--- config.mk ---
export PLATFORM = sky130hd
export DESIGN_NAME = result_writeback
export DESIGN_NICKNAME = d
export VERILOG_FILES = /design/src/rtl/result_writeback_pkg.sv /design/src/rtl/result_capture_regs.sv /design/src/rtl/result_writeback.sv
export SDC_FILE = /design/constraint.sdc
export NUM_CORES = 1
export LEC_CHECK = 0
export ABC_CLOCK_PERIOD_IN_PS = 3100
export CORE_UTILIZATION = 47
export DETAILED_ROUTE_END_ITERATION = 12
export PLACE_DENSITY_LB_ADDON = 0.08
export SYNTH_ARGS = -nofsm -noshare
export SYNTH_HDL_FRONTEND = slang
export SYNTH_SLANG_ARGS = --single-unit
--- constraint.sdc ---
create_clock -name clk -period 3.1 [get_ports clk]
set_input_delay 0.62 -clock clk [delete_from_list [all_inputs] [get_ports clk]]
set_output_delay 0.62 -clock clk [all_outputs]
set_load 0.005 [all_outputs]
--- src/rtl/result_writeback_pkg.sv ---
// result_writeback_pkg: shared computation-stage encodings for the result write-back block.
package result_writeback_pkg;
    localparam logic [1:0] ST_IDLE      = 2'd0;
    localparam logic [1:0] ST_WRITE     = 2'd1;
    localparam logic [1:0] ST_DONE      = 2'd2;
    localparam logic [1:0] SRC_SYSTOLIC = 2'b01;
    localparam logic [1:0] SRC_CUSTOM   = 2'b10;
    localparam int         NUM_RESULTS  = 4;

    function automatic logic src_legal(input logic [1:0] s);
        return s == SRC_SYSTOLIC || s == SRC_CUSTOM;
    endfunction
endpackage

--- src/rtl/result_capture_regs.sv ---
// result_capture_regs: 4-entry result register file with parallel load and indexed read.
module result_capture_regs
    import result_writeback_pkg::*;
#(
    parameter int DATA_W = 8
) (
    input  logic                          clk,
    input  logic                          clr,
    input  logic                          load,
    input  logic [NUM_RESULTS*DATA_W-1:0] ld_data,
    input  logic [1:0]                    rd_idx,
    output logic [DATA_W-1:0]             rd_data
);
    logic [DATA_W-1:0] regs_q [NUM_RESULTS];

    always_ff @(posedge clk) begin
        for (int i = 0; i < NUM_RESULTS; i++)
            regs_q[i] <= clr ? '0 : load ? ld_data[i*DATA_W +: DATA_W] : regs_q[i];
    end

    assign rd_data = regs_q[rd_idx];
endmodule

--- src/rtl/result_writeback.sv ---
// result_writeback: captures four results on start and writes them to memory from a base address.
module result_writeback
    import result_writeback_pkg::*;
#(
    parameter int DATA_W = 8,
    parameter int ADDR_W = 6
) (
    input  logic              clk,
    input  logic              rst,
    input  logic              start,
    input  logic [1:0]        src_sel,
    input  logic [ADDR_W-1:0] result_base,
    input  logic [DATA_W-1:0] c11_sa,
    input  logic [DATA_W-1:0] c12_sa,
    input  logic [DATA_W-1:0] c21_sa,
    input  logic [DATA_W-1:0] c22_sa,
    input  logic [DATA_W-1:0] c11_custom,
    input  logic [DATA_W-1:0] c12_custom,
    input  logic [DATA_W-1:0] c21_custom,
    input  logic [DATA_W-1:0] c22_custom,
    output logic              wen,
    output logic [ADDR_W-1:0] addr,
    output logic [DATA_W-1:0] wdata,
    output logic              busy,
    output logic              done,
    output logic              err
);
    logic [1:0]                    state_q, state_d, idx_q, idx_d;
    logic [ADDR_W-1:0]             base_q, base_d, addr_q, addr_d;
    logic [DATA_W-1:0]             wdata_q, wdata_d, cap_rd;
    logic                          wen_q, wen_d, busy_q, busy_d, done_q, done_d, err_q, err_d, load;
    logic [NUM_RESULTS*DATA_W-1:0] sel_vec;

    assign sel_vec = (src_sel == SRC_CUSTOM) ? {c22_custom, c21_custom, c12_custom, c11_custom}
                                             : {c22_sa, c21_sa, c12_sa, c11_sa};

    result_capture_regs #(.DATA_W(DATA_W)) u_cap (
        .clk    (clk),
        .clr    (rst),
        .load   (load),
        .ld_data(sel_vec),
        .rd_idx (idx_q),
        .rd_data(cap_rd)
    );

    // Word 0 goes out straight from the inputs on the capture edge; idx then counts the next word.
    always_comb begin
        state_d = state_q;
        idx_d   = idx_q;
        base_d  = base_q;
        addr_d  = addr_q;
        wdata_d = wdata_q;
        busy_d  = busy_q;
        wen_d   = 1'b0;
        done_d  = 1'b0;
        load    = 1'b0;
        err_d   = err_q | (start & ((state_q != ST_IDLE) | ~src_legal(src_sel)));
        case (state_q)
            ST_IDLE: if (start && src_legal(src_sel)) begin
                load    = 1'b1;
                base_d  = result_base;
                idx_d   = 2'd1;
                wen_d   = 1'b1;
                addr_d  = result_base;
                wdata_d = sel_vec[DATA_W-1:0];
                busy_d  = 1'b1;
                state_d = ST_WRITE;
            end
            ST_WRITE: if (idx_q == 2'd0) begin
                done_d  = 1'b1;
                state_d = ST_DONE;
            end else begin
                wen_d   = 1'b1;
                addr_d  = base_q + ADDR_W'(idx_q);
                wdata_d = cap_rd;
                idx_d   = idx_q + 2'd1;
            end
            ST_DONE: begin
                busy_d  = 1'b0;
                state_d = ST_IDLE;
            end
            default: state_d = ST_IDLE;
        endcase
    end

    always_ff @(posedge clk) begin
        if (rst) begin
            state_q <= ST_IDLE;
            idx_q   <= '0;
            base_q  <= '0;
            addr_q  <= '0;
            wdata_q <= '0;
            wen_q   <= 1'b0;
            busy_q  <= 1'b0;
            done_q  <= 1'b0;
            err_q   <= 1'b0;
        end else begin
            state_q <= state_d;
            idx_q   <= idx_d;
            base_q  <= base_d;
            addr_q  <= addr_d;
            wdata_q <= wdata_d;
            wen_q   <= wen_d;
            busy_q  <= busy_d;
            done_q  <= done_d;
            err_q   <= err_d;
        end
    end

    assign wen   = wen_q;
    assign addr  = addr_q;
    assign wdata = wdata_q;
    assign busy  = busy_q;
    assign done  = done_q;
    assign err   = err_q;
endmodule
==> run_results.csv <==
group,metric,value,unit
critical_path,path_max_fanout,32,
grt,antenna_found_initial,0,
routing,viasPerCell,5.09,
synthesis,synth_top_cell_area_share,0.319,
critical_path,r2r_end,"idx_q[0]$_SDFFE_PP0P_",
timing,min_period,2500,ps
min_path,holdCritStartpoint,"addr[2]$_SDFFE_PP0P_",
finish,layout.nets,439,
pwr,powerDensity,462,nW/um^2
cts,htree_num_levels,3,
synthesis,synth_cell_types,42,
synthesis,yosys_warnings,0,
routing,first_pass_iters,4,
routing,vias,2236,
grt,track_usage,0.200,
pwr,pwr-share-comb,0.191,
timing,post-route-period-util,0.807,
cts,cts_tree,"yes",
finish,final_common_cell,"clkdlybuf4s50_1",
timing,hold_viol,0,
pwr,power,1.92,mW
critical_path,r2r_slack,1090,ps
routing,route.detailed.drc,0,
critical_path,worstSetupPathType,"primary input to flip-flop",
cts,clk_pin_slew,70,ps
grt,grt_max_degree,35,
finish,drive_gt1_frac,0.129,
routing,routed_wl,5990,um
pwr,pwr-share-clk,0.300,
critical_path,critPathArrivalTime,2520,ps
timing,finalSetupTns,0,ps
routing,antenna_left,0,
synthesis,synth_area_leader_cell,"edfxtp_1",
synthesis,synth.avg_cell_area,11.3,um^2
finish,mostFrequentLayoutCells,"clkdlybuf4s50_1 (91), nor2_1 (42), nand2_1 (34)",
finish,layout.area.seq,1560,um^2
finish,synthToLayoutAreaGrowth,37.6,%
status,outcome,"completed",
synthesis,synthesis.nets,347,
timing,max_slew_margin,0.430,
cts,cts_hold_buffers,0,
placed_design,gp_congestion,0.763,
die,start_util,0.498,
pwr,intPower,1.45,mW
min_path,min_path_type,"flip-flop to flip-flop",
die,die_w,82.1,um
pwr,vdd_drop_max,0.269,mV
die,core_area,6060,um^2
synthesis,syn_inst,267,
finish,multi_input_area,1330,um^2
cts,clk_latency,320,ps
finish,antennaDiodeCount,0,
synthesis,synth-edff-count,32,
cts,root_buffer,"clkbuf_8",
timing,setup_viol,0,
synthesis,yosys-top-cells-area,"edfxtp_1 (32%), dfxtp_1 (20%), mux2i_1 (11%)",
timing,fin_worst_skew,6.01,ps
cts,cts_setup_buffers,0,
routing,wl_per_cell,13.7,um
placed_design,post-dp-hpwl,4360,um
timing,tightest_slew,852,ps
pwr,p_seq_frac,0.509,
synthesis,synth_ff_type,"edfxtp_1",
grt,grt_pass1_vias,2099,
synthesis,ys_ff_latch,62,
cts,clk_path_buf_depth,2,
pwr,switching_power,0.472,mW
routing,drt-initial-drc-count,41,
critical_path,start_kind,"primary input",
die,io_pins,93,
placed_design,portBuffers,92,
critical_path,worstPathRequired,3120,ps
cts,ctsResizeCount,0,
timing,rsz0062_at_grt,"false",
timing,final_max_slew_viol_count,0,
critical_path,r2r-start,"idx_q[1]$_SDFFE_PP0P_",
synthesis,synth_async_sr_flop_share,0,
cts,cts_sinks,62,
pwr,cellLeakagePower,1.55,nW
synthesis,synth-seq-area-share,0.518,
die,dieArea,6740,um^2
grt,overflow,0,
timing,fmax,400,MHz
grt,grt_pass1_wl,9870,um
finish,fin_util,0.685,
synthesis,netlist_area,3020,um^2
critical_path,crit_path_end_kind,"flip-flop",
critical_path,reg2regPathDepth,6,
finish,fill_cells,488,
die,rows,28,
pwr,switching_share,0.246,
die,die_h,82.1,um
job,cap_violations,0,
min_path,hold_path_depth,2,
min_path,min_to,"addr[2]$_SDFFE_PP0P_",
cts,numCtsBuffers,9,
==> area by class of cell <==
cell class,count,share of cell area
clock buffer,14,0.0344
tap,75,0.0226
timing repair buffer,101,0.240
multi-input combinational,181,0.321
clock inverter,2,0.00241
sequential,62,0.376
inverter,4,0.00362
==> state kept, by name, summed over array words and instances, names as in the netlist, named ones only <==
| signal | count |
|---|---|
| addr | 6 |
| base_q | 6 |
| wen | 1 |
| wdata | 8 |
| state_q | 2 |
| err | 1 |
| u_cap.regs_q | 32 |
| busy | 1 |
| done | 1 |
| idx_q | 2 |
==> worst max-delay path: stages <==
cell and delay (ps):
clkdlybuf4s50_1 450, inv_1 40, ha_2 270, or4b_1 690
nand2b_1 220, buf_12 210
==> power by group through the flow <==
stage / Combinational [mW] / Sequential (mW) / Clock [mW]
after floorplan: 0.205 / 0.982 / 0
after global placement: 0.365 / 0.993 / 0
after detailed placement: 0.370 / 0.996 / 0
after CTS: 0.372 / 0.979 / 0.588
after global routing: 0.404 / 0.985 / 0.629
final: 0.367 / 0.977 / 0.576
==> how the worst max path moves through the flow <==
stage	startpoint	end	slack (ps)
final	src_sel[0]	u_cap.regs_q[3][3]$_SDFFCE_PP0P_	600
after global routing	src_sel[0]	u_cap.regs_q[2][3]$_SDFFCE_PP0P_	490
after CTS	src_sel[0]	u_cap.regs_q[3][3]$_SDFFCE_PP0P_	590
after detailed placement	src_sel[0]	u_cap.regs_q[2][6]$_SDFFCE_PP0P_	250
after global placement	src_sel[0]	u_cap.regs_q[3][6]$_SDFFCE_PP0P_	280
after floorplan	src_sel[0]	u_cap.regs_q[0][0]$_SDFFCE_PP0P_	380
==> cell families after synthesis <==
family	share of synthesized area
compound gates	0.107
xor+xnor	0.00581
fa+ha+maj	0.0232
buf+inv	0.0419
flops	0.518
mux	0.170
simple gates	0.135
==> cells in the mapped netlist (all sizes together), types with 2 or more instances <==
| cell type | n |
|---|---|
| nor3b | 3 |
| nand2 | 34 |
| a21oi | 20 |
| a311oi | 2 |
| a211o | 2 |
| nor2 | 42 |
| ha | 4 |
| clkbuf | 10 |
| or3 | 2 |
| nand2b | 3 |
| a21o | 2 |
| mux4 | 8 |
| inv | 4 |
| mux2i | 32 |
| buf | 10 |
| nand4 | 2 |
| dfxtp | 30 |
| edfxtp | 32 |
| o21ai | 2 |
| o211ai | 8 |
==> metal layers <==
layer | track usage | routed length, um | up-vias
li1 | - | - | 1136
met1 | 0.247 | 2650 | 1028
met2 | 0.339 | 2980 | 64
met3 | 0.0473 | 270 | 8
met4 | 0.0789 | 97 | 0
met5 | 0 | 0 | -
==> through the flow <==
| step | setup slack (ps) | area [um^2] | cells | hold slack [ps] |
|---|---|---|---|---|
| final | 598 | 4150 | 439 | 458 |
| after global routing | 492 | 4150 | 439 | 481 |
| after CTS | 593 | 4150 | 439 | 454 |
| after detailed placement | 254 | 4000 | 423 | 447 |
| after global placement | 275 | 4000 | 423 | 445 |
| after floorplan | 378 | 3020 | 267 | 440 |
(Power assumes the default switching activity.)
